**src/rtl/tm1637_frame_tx.sv**
```systemverilog
// TM1637 display frame transmitter: sends data-command, address+4 segment bytes, display-control.
// Optional macro TM1637_COLON_EN adds a colon input that drives bit7 of the second digit.
module tm1637_frame_tx #(
  parameter int CLK_DIV = 125
) (
  input  logic        clk25,
  input  logic        rst,
  input  logic        start,
  input  logic [15:0] data,
  input  logic [2:0]  brightness,
  output logic        scl,
  output logic        sda,
  output logic        busy,
  output logic        done
`ifdef TM1637_COLON_EN
  ,
  input  logic        colon
`endif
);

  localparam int DIV_W = (CLK_DIV > 1) ? $clog2(CLK_DIV) : 1;

  typedef enum logic [3:0] {
    S_IDLE,
    S_START,
    S_BIT_LO,
    S_BIT_HI,
    S_ACK_LO,
    S_ACK_HI,
    S_STOP_A,
    S_STOP_B,
    S_STOP_C
  } state_t;

  state_t           state_q;
  logic [DIV_W-1:0] div_q;
  logic [2:0]       bit_q;
  logic [2:0]       byte_q;
  logic [1:0]       tx_q;
  logic [15:0]      data_q;
  logic [2:0]       bri_q;
  logic             scl_q;
  logic             sda_q;
  logic             busy_q;
  logic             done_q;
  logic             colon_bit;

`ifdef TM1637_COLON_EN
  logic colon_q;
  assign colon_bit = colon_q;
`else
  assign colon_bit = 1'b0;
`endif

  function automatic logic [6:0] seg7(input logic [3:0] d);
    logic [6:0] s;
    case (d)
      4'd0:    s = 7'h3F;
      4'd1:    s = 7'h06;
      4'd2:    s = 7'h5B;
      4'd3:    s = 7'h4F;
      4'd4:    s = 7'h66;
      4'd5:    s = 7'h6D;
      4'd6:    s = 7'h7D;
      4'd7:    s = 7'h07;
      4'd8:    s = 7'h7F;
      4'd9:    s = 7'h6F;
      default: s = 7'h00;
    endcase
    return s;
  endfunction

  // Byte idx of transaction tx: 0 = data command, 1 = address + digits, 2 = display control.
  function automatic logic [7:0] byte_at(input logic [1:0] tx, input logic [2:0] idx,
                                         input logic [15:0] d, input logic [2:0] b,
                                         input logic c);
    logic [7:0] v;
    case (tx)
      2'd1: begin
        case (idx)
          3'd0:    v = 8'hC0;
          3'd1:    v = {1'b0, seg7(d[15:12])};
          3'd2:    v = {c,    seg7(d[11:8])};
          3'd3:    v = {1'b0, seg7(d[7:4])};
          default: v = {1'b0, seg7(d[3:0])};
        endcase
      end
      2'd2:    v = {5'b10001, b};
      default: v = 8'h40;
    endcase
    return v;
  endfunction

  logic       div_wrap;
  logic [2:0] bit_nxt;
  logic [2:0] byte_nxt;
  logic [2:0] last_byte;
  logic [7:0] cur_byte;
  logic [7:0] next_byte;

  assign div_wrap  = (div_q == DIV_W'(CLK_DIV - 1));
  assign bit_nxt   = bit_q + 3'd1;
  assign byte_nxt  = byte_q + 3'd1;
  assign last_byte = (tx_q == 2'd1) ? 3'd4 : 3'd0;
  assign cur_byte  = byte_at(tx_q, byte_q, data_q, bri_q, colon_bit);
  assign next_byte = byte_at(tx_q, byte_nxt, data_q, bri_q, colon_bit);

  always_ff @(posedge clk25) begin
    if (rst) begin
      state_q <= S_IDLE;
      div_q   <= '0;
      bit_q   <= '0;
      byte_q  <= '0;
      tx_q    <= '0;
      data_q  <= '0;
      bri_q   <= '0;
      scl_q   <= 1'b1;
      sda_q   <= 1'b1;
      busy_q  <= 1'b0;
      done_q  <= 1'b0;
`ifdef TM1637_COLON_EN
      colon_q <= 1'b0;
`endif
    end else begin
      done_q <= 1'b0;
      if (state_q == S_IDLE) begin
        div_q <= '0;
        scl_q <= 1'b1;
        sda_q <= 1'b1;
        if (start) begin
          data_q  <= data;
          bri_q   <= brightness;
`ifdef TM1637_COLON_EN
          colon_q <= colon;
`endif
          tx_q    <= 2'd0;
          byte_q  <= 3'd0;
          bit_q   <= 3'd0;
          state_q <= S_START;
          sda_q   <= 1'b0;
          busy_q  <= 1'b1;
        end
      end else if (!div_wrap) begin
        div_q <= div_q + DIV_W'(1);
      end else begin
        div_q <= '0;
        case (state_q)
          S_START: begin
            state_q <= S_BIT_LO;
            bit_q   <= 3'd0;
            scl_q   <= 1'b0;
            sda_q   <= cur_byte[0];
          end
          S_BIT_LO: begin
            state_q <= S_BIT_HI;
            scl_q   <= 1'b1;
          end
          S_BIT_HI: begin
            scl_q <= 1'b0;
            if (bit_q == 3'd7) begin
              state_q <= S_ACK_LO;
              sda_q   <= 1'b1;
            end else begin
              state_q <= S_BIT_LO;
              bit_q   <= bit_nxt;
              sda_q   <= cur_byte[bit_nxt];
            end
          end
          S_ACK_LO: begin
            state_q <= S_ACK_HI;
            scl_q   <= 1'b1;
          end
          S_ACK_HI: begin
            scl_q <= 1'b0;
            bit_q <= 3'd0;
            if (byte_q != last_byte) begin
              state_q <= S_BIT_LO;
              byte_q  <= byte_nxt;
              sda_q   <= next_byte[0];
            end else begin
              state_q <= S_STOP_A;
              byte_q  <= 3'd0;
              sda_q   <= 1'b0;
            end
          end
          S_STOP_A: begin
            state_q <= S_STOP_B;
            scl_q   <= 1'b1;
          end
          S_STOP_B: begin
            state_q <= S_STOP_C;
            sda_q   <= 1'b1;
          end
          S_STOP_C: begin
            if (tx_q == 2'd2) begin
              state_q <= S_IDLE;
              tx_q    <= 2'd0;
              busy_q  <= 1'b0;
              done_q  <= 1'b1;
            end else begin
              state_q <= S_START;
              tx_q    <= tx_q + 2'd1;
              sda_q   <= 1'b0;
            end
          end
          default: begin
            state_q <= S_IDLE;
            busy_q  <= 1'b0;
            scl_q   <= 1'b1;
            sda_q   <= 1'b1;
          end
        endcase
      end
    end
  end

  assign scl  = scl_q;
  assign sda  = sda_q;
  assign busy = busy_q;
  assign done = done_q;

endmodule

```
**config.mk**
```make
export PLATFORM = sky130hd
export DESIGN_NAME = tm1637_frame_tx
export DESIGN_NICKNAME = d
export VERILOG_FILES = /design/src/rtl/tm1637_frame_tx.sv
export SDC_FILE = /design/constraint.sdc
export NUM_CORES = 1
export LEC_CHECK = 0
export ABC_AREA = 1
export CELL_PAD_IN_SITES_DETAIL_PLACEMENT = 1
export CELL_PAD_IN_SITES_GLOBAL_PLACEMENT = 1
export CORE_UTILIZATION = 39
export CTS_CLUSTER_SIZE = 10
export DETAILED_ROUTE_END_ITERATION = 8
export PLACE_DENSITY_LB_ADDON = 0.1
export SLEW_MARGIN = 10
export SYNTH_ARGS = -nofsm -noshare
export SYNTH_HDL_FRONTEND = slang
export SYNTH_SLANG_ARGS = --single-unit
export TNS_END_PERCENT = 10
```
**constraint.sdc**
```tcl
create_clock -name clk25 -period 2.26 [get_ports clk25]
set_input_delay 0.678 -clock clk25 [delete_from_list [all_inputs] [get_ports clk25]]
set_output_delay 0.678 -clock clk25 [all_outputs]
set_load 0.005 [all_outputs]
```
Yosys cells after proc, flatten, opt, wreduce, memory -nomap -nowiden:

Memory sizes are Yosys's and may differ from the RTL's. A register that Yosys moved wholly into a read port is not among the register bits.
Index checks and enable logic that the tools add are counted.

* add/subtract/negate cells: 4
* magnitude comparators: 1
* equality and inequality tests: 25
* mux-type cells: 58
* bitwise gates (word level): 3
* reductions and logical operators: 23

Operators with widths (number)
* $mux 4: 19
* $mux 3: 11
* $pmux 4 s8: 1
* $pmux 8 s4: 1
* $eq 4x3->1 const B: 4
* $pmux 8 s2: 1
* $mux 1: 13
* $eq 3x2->1 const B: 4
* $mux 2: 5
* $ne 3x3->1 const B: 3
* $reduce_and 3->1: 3
* $reduce_or 3->1: 3
* $eq 4x2->1 const B: 2
* $reduce_and 4->1: 2
* $add 7x1->7 const B: 1
* $eq 7x7->1 const B: 1
* $reduce_or 7->1: 1
* $add 3x1->3 const B: 2
* $eq 3x1->1 const B: 2
* $logic_not 3->1: 2
* $pmux 1 s2: 3
* $pmux 3 s2: 1
* $reduce_and 2->1: 3
* $reduce_bool 2->1: 3
* 18 further kinds: 23

* bits in registers: 42
* memory bits (read-only): 896
* input port bits: 22
* logic and storage cells: 133
* memories: 8

Memory list
* (name not given): words 16, width 7, rd ports 1, clocked after memory_dff 1, write ports 0, line 57 `case (d)`
* (name not given): words 16, width 7, rd ports 1, clocked after memory_dff 1, write ports 0, line 57
* (name not given): words 16, width 7, rd ports 1, clocked after memory_dff 1, write ports 0, line 57
* (name not given): words 16, width 7, rd ports 1, clocked after memory_dff 1, write ports 0, line 57
* (name not given): words 16, width 7, rd ports 1, clocked after memory_dff 1, write ports 0, line 57
* (name not given): words 16, width 7, rd ports 1, clocked after memory_dff 1, write ports 0, line 57
* +2 memories

Depth between registers and ports, before layout:

* depth in word-level cells: 9
* gate-level depth with buffers: 18
* depth with buffers taken out: 16

Worst setup path before layout:

Ideal clock, no wire load.

* path kind: input to register
* from: input rst
* to: register (tool-made name)
* setup time: 0.126 ns
* data arrival time: 2.105 ns
* required time: 2.134 ns
* path slack: 0.029 ns
* cell stages on the path: 9
* buffers on the path: 2
* path through: clkbuf_1 -> inv_1 -> clkbuf_1 -> o21ai_0 -> nor2_1 -> inv_1 -> ha_1 -> o211ai_1 -> o21ai_0

RTL lines
* start, declared: line 7 `input logic rst,`

==> results_dict.tcl <==
set metrics [dict create \
    finalMaxSlewViolations 0 \
    synth.distinct_cells 34 \
    finalNetCount 680 \
    cts_max_level 3 \
    drt_iter0_drc 85 \
    hold_violations 0 \
    synth_top_family_by_area "simple AND/OR/NAND/NOR gates" \
    tightest_slew_ns 0.457 \
    yosysWarnings 0 \
    crit_path_start_kind "primary input" \
    ys_seq_area_share_pct 36.2 \
    dr.pass1.iters 4 \
    cts_tree "built" \
    r2r_cells 13 \
    track_usage_pct 22.3 \
    drt-wirelength-per-cell_um 14.2 \
    numClockSinks 70 \
    grt_pass1_vias 3819 \
    fp.dieH_um 102 \
    yosys.area_share.simple_pct 31.5 \
    root_buffer "clkbuf_8" \
    syn_area_um2 3870 \
    preCtsSetupSlack_ns -0.427 \
    dieArea_um2 10300 \
    hold_slack_ns 0.463 \
    vias 3662 \
    fin_ws_ns 0.135 \
    ff2ff_setup_slack_ns 0.14 \
    max_freq_ghz 0.471 \
    numCtsBuffers 9 \
    synth_cells 542 \
    drc 0 \
    gp_congestion 0.810 \
    wirelength_mm 10.7 \
    rsz0062_at_grt "no" \
    coreArea_um2 9420 \
    status "completed" \
    hpwl_mm 8.22 \
    setup_violations 0 \
    ir_drop_mv 0.300 \
    io_pins 26 \
    n_antenna_cell 0 \
    die_x_um 102 \
    clockBufferDepth 2 \
    synth_largest_area_cell "dfxtp_1" \
    worstSetupEndpointType "register" \
    synth_xor_xnor_area_share_pct 0.906 \
    layout_min_cycle_time_ns 2.12 \
    synthToLayoutAreaGrowth_pct 26.5 \
    crit_arrival_ns 2.42 \
    viasPerCell 4.86 \
    cp-startpoint "rst" \
    grt_start_max_net_pins 22 \
    path_class "primary input to register" \
    power_leakage_nw 2.38 \
    drv_cap 0 \
    rows 35 \
    synthMuxAreaShare_pct 0 \
    overflow 0 \
    synth_compound_area_share_pct 11.8 \
    start_util_pct 41.1 \
    slew_headroom_pct 69.3 \
    ys_seq_elements 70 \
    drive_above_1_share_pct 17.8 \
    port-buffer-count 25 \
    syn_avg_cell_area_um2 7.14 \
    crit_fanout 12 \
    r2r-start "state_q[2]" \
    synth_top_area_share_pct 36.2 \
    setup-tns-final_ns 0 \
    grt_pass1_wl_mm 17.8 \
    clk_pin_slew_ns 0.08 \
    synth_nets 602 \
    worstSkewPairLatency_ns 0.35 \
    grt_antenna_before_repair 0 \
    fin_skew_ns 0.0127 \
    finalCritPeriodShare_pct 94.0 \
    p_per_area_nw_per_um2 788 \
    antenna_left 0 \
    hp-class "register to register" \
    cp.required_ns 2.56 \
    synth.area.top_cells "dfxtp_1, nand2_1, ha_1, nor2_1, o21ai_0" \
    synth_adder_area_share_pct 12.3 \
    cts_hold_buf 0 \
]
through the flow:
step | utilization (%) | instance area, um^2 | instances | power, W
floorplan | - | 3870 | 542 | 0.00229
global placement | 49.0 | 4610 | 734 | 0.00271
detailed placement | 49.0 | 4610 | 734 | 0.00277
CTS | 51.2 | 4820 | 750 | 0.00386
global route | 52.0 | 4890 | 754 | 0.00412
finish | 52.0 | 4890 | 754 | 0.00386
critical path, stage by stage:
cell	delay, ns
clkdlybuf4s50_1	0.49
inv_2	0.07
buf_12	0.14
o21ai_0	0.11
nor2_1	0.12
buf_4	0.15
ha_1	0.16
or2_2	0.30
o21ai_0	0.08
nand2_1	0.07
nand2_1	0.06
cell type report:
cell class / count / area (um^2)
multi-input combinational: 403 / 2220
clock buffer: 11 / 151
fill: 1221 / 4520
tap: 129 / 161
sequential: 70 / 1400
clock inverter: 5 / 56.3
timing repair buffer: 78 / 676
inverter: 58 / 228
worst min-delay path by stage:
stage	from	end	slack [ns]	cells after the start
2_1_floorplan	bri_q[2]	bri_q[2]	0.43	2
3_5_place_dp	bri_q[2]	bri_q[2]	0.45	2
4_1_cts	bri_q[2]	bri_q[2]	0.46	2
3_3_place_gp	div_q[0]	div_q[0]	0.45	1
6_report	bri_q[2]	bri_q[2]	0.46	2
5_1_grt	div_q[0]	div_q[0]	0.49	1
per-layer routing:
metal,vias to the layer above,share of wire [%],GRT usage (%)
li1,1886,-,-
met1,1733,46,26.9
met2,32,51,40.7
met3,11,1.7,3.17
met4,0,1.4,7.13
met5,-,0,0
cell usage in the layout, fill, tap and decap left out, types with 2 or more instances in the layout:
cell,instances
a22oi_1,2
dfxtp_1,69
or2_4,4
nor2_2,7
o21ai_1,6
ha_2,3
inv_1,47
or2_2,5
nor2_1,70
clkbuf_8,11
nor3b_1,2
xor2_1,3
clkdlybuf4s50_1,24
buf_4,51
nor2_4,2
inv_2,9
a31oi_1,2
nand2_1,133
o22ai_1,3
buf_12,2
nand2_4,6
o21ai_0,39
a21oi_1,23
clkinv_2,2
ha_1,35
or2_1,5
nand3b_1,6
nor3_1,4
nand3_1,32
a211oi_1,3
synth_stat cells, drive strengths merged:
library cell and number:
a211oi 3, a21oi 24, a221o 1, a22oi 2, a31o 1, a31oi 2
buf 6, clkbuf 5, dfxtp 70, ha 38, inv 58, nand2 139
nand3 32, nand3b 6, nor2 79, nor3 4, nor3b 2, nor4 1
o211ai 1, o21ai 46, o22ai 3, o311ai 1, or2 14, xnor2 1
xor2 3
timing repair:
action                                  CTS  global route
pin swaps                                 0             3
endpoints found under the hold margin     0             0
endpoints found under the setup margin    4            20
resized for setup                         1            23
buffers inserted                          0             4
kinds of logic (layout without fill, tap and decap cells):
| group | count (synthesis) | count (layout) |
|---|---|---|
| DFF | 70 | 70 |
| adders and majority gates | 38 | 38 |
| xor gates and xnor gates | 4 | 4 |
| AOI/OAI and AO/OA | 84 | 84 |
| and+or+nand+nor | 277 | 277 |
| buffers and inverters | 69 | 152 |
power by group:
part           internal, W  switching [W]
logic             0.000521       0.000705
registers          0.00145       0.000103
clock network     0.000570       0.000508
total              0.00254        0.00132
Note: power is estimated with default switching activity, not from simulation.
==> edit, RTL diff (same settings) <==
Register the output `done` once more; this adds one clock of latency there. The other outputs are not delayed to match.
--- a/src/rtl/tm1637_frame_tx.sv
+++ b/src/rtl/tm1637_frame_tx.sv
@@ -217,7 +217,9 @@
   assign scl  = scl_q;
   assign sda  = sda_q;
   assign busy = busy_q;
-  assign done = done_q;
+  always_ff @(posedge clk25) begin
+    done <= done_q;
+  end
 
 endmodule
 
Check against the original RTL: same outputs for any inputs over 10 cycles, from zero or initial values and one cycle with rst high; that may be too few to reach the edited logic, so the function may still have changed.
==> edit against the unedited design <==
  * Sequential cell count is 1 higher
  * Core utilization shrank 2.3 points
  * Count of clock-buffer cells in the layout is 1 lower
  * Area after synthesis up 0.36%
  * Largest power group unchanged
  * Wire length is 1.4% lower
  * Die area up 0.34%
  * Design area is 1.3% lower
  * Largest cell class unchanged
  * Non-clock buffer count fell by 6
  * Worst setup slack worse by 0.085 ns
  * Total power fell by 2.0%
  * Final cell count rose by 0.27%
  * Synthesized cell count increased by 0.92%
  * Global-route usage rose by 0.11 points
==> edit: results (changes against the unedited design) <==
routed_wirelength_um: 10600  # -1.4%
ys_types: 33  # -2.9%
grt_pass1_wl_um: 17900  # +0.66%
place_area_mm2: 0.00460  # -0.30%
nets: 679  # -0.15%
finClkSkew_ns: 0.0171  # +0.00446 ns
vias_per_cell: 4.82  # -0.70%
crit_path_start: "start"
status: "complete, no violations"
synthCells: 547  # +0.92%
synth_top_cells_by_area: "dfxtp_1, nand2_1, ha_1"
htreeDepth: 3  # unchanged
crit_fanout: 21  # +9
track_usage: 0.225  # +0.00112
worstPathArrival_ns: 2.49  # +0.07 ns
gp_congestion: 0.817  # +0.91%
ir_drop_v: 0.000344  # +15%
holdCritStartpoint: "done_q"
first_iter_violations: 117  # +38%
dp_hpwl_um: 8320  # +1.1%
async_flop_share: 0  # unchanged
layout-drive-gt1-share: 0.162  # -0.0155
dp.cells: 740  # +0.82%
syn_nets: 607  # +0.83%
fin_cells: 756  # +0.27%
tightestPinTransition_ns: 0.355  # -0.101 ns
power.leakage_uw: 0.00234  # -1.6%
synthTopCellsByCount: "nand2_1, nor2_1, dfxtp_1"
r2r-start: "state_q[3]"
grt_pass1_vias: 3730  # -2.3%
seq_area_frac_synth: 0.366  # +0.00387
edit: changes by cell type after synthesis, sizes merged:
cell,change
nand3,+3
inv,+2
nand3b,-2
nor2,+2
buf,-1
clkbuf,+1
dfxtp,+1
o211ai,-1
edit: what timing repair did:
item                                    4_1_cts  5_1_grt
pin swaps                                     1        4
hold buffers                                  0        0
gates resized for setup                       3       20
setup buffers                                 0        1
endpoints found under the setup margin        8       19
hold endpoints to repair                      0        0
edit: path summary, 6_finish.rpt:
path	cells past startpoint	end
min	0	done
max reg2reg	12	flip-flop
max	10	flip-flop
min reg2reg	0	done
edit: layer usage:
metal  global-route usage  routed length, um  vias to the layer above
met5                    0                  0                        -
met4               0.0747                163                        0
met3               0.0262                176                       14
met2                0.396               5120                       41
met1                0.284               5130                     1707
li1                     -                  -                     1884
edit: power by group:
group	internal, uW	total [uW]	switching, uW
Combinational	490	1200	710
Sequential	1470	1560	95.7
Clock	536	1020	480
edit: cell type report:
| class | count | area [um^2] |
|---|---|---|
| clock buffer | 10 | 138 |
| fill | 1278 | 4900 |
| clock inverter | 5 | 57.6 |
| tap | 133 | 166 |
| multi-input combinational | 405 | 2200 |
| inverter | 60 | 230 |
| timing repair buffer | 72 | 616 |
| sequential | 71 | 1420 |
edit: cell families (layout without fill, tap and decap cells):
logic type               count (synthesis)  count (layout)  synth area share
flip-flops                              71              71             0.366
XOR/XNOR                                 4               4           0.00903
AO/OA/AOI/OAI                           83              83             0.115
adder cells (fa/ha/maj)                 38              38             0.122
buffers and inverters                   71             147            0.0738
AND/OR/NAND/NOR                        280             280             0.314
edit: critical path: cells and delay by family:
| kind | cells | cell delay (ns) |
|---|---|---|
| simple gates | 6 | 0.87 |
| buf+inv | 2 | 0.66 |
| fa+ha+maj | 1 | 0.21 |
| compound gates | 1 | 0.08 |
edit: metrics by stage:
stage               hold WS (ns)  total power [uW]   util  worst slack, ns
floorplan                  0.310              2290      -           0.0488
global placement           0.314              2720  0.473           -0.343
detailed placement         0.327              2770  0.473           -0.438
CTS                        0.347              3800  0.493          0.00966
global route               0.353              4050  0.497          -0.0303
finish                     0.341              3780  0.497           0.0502
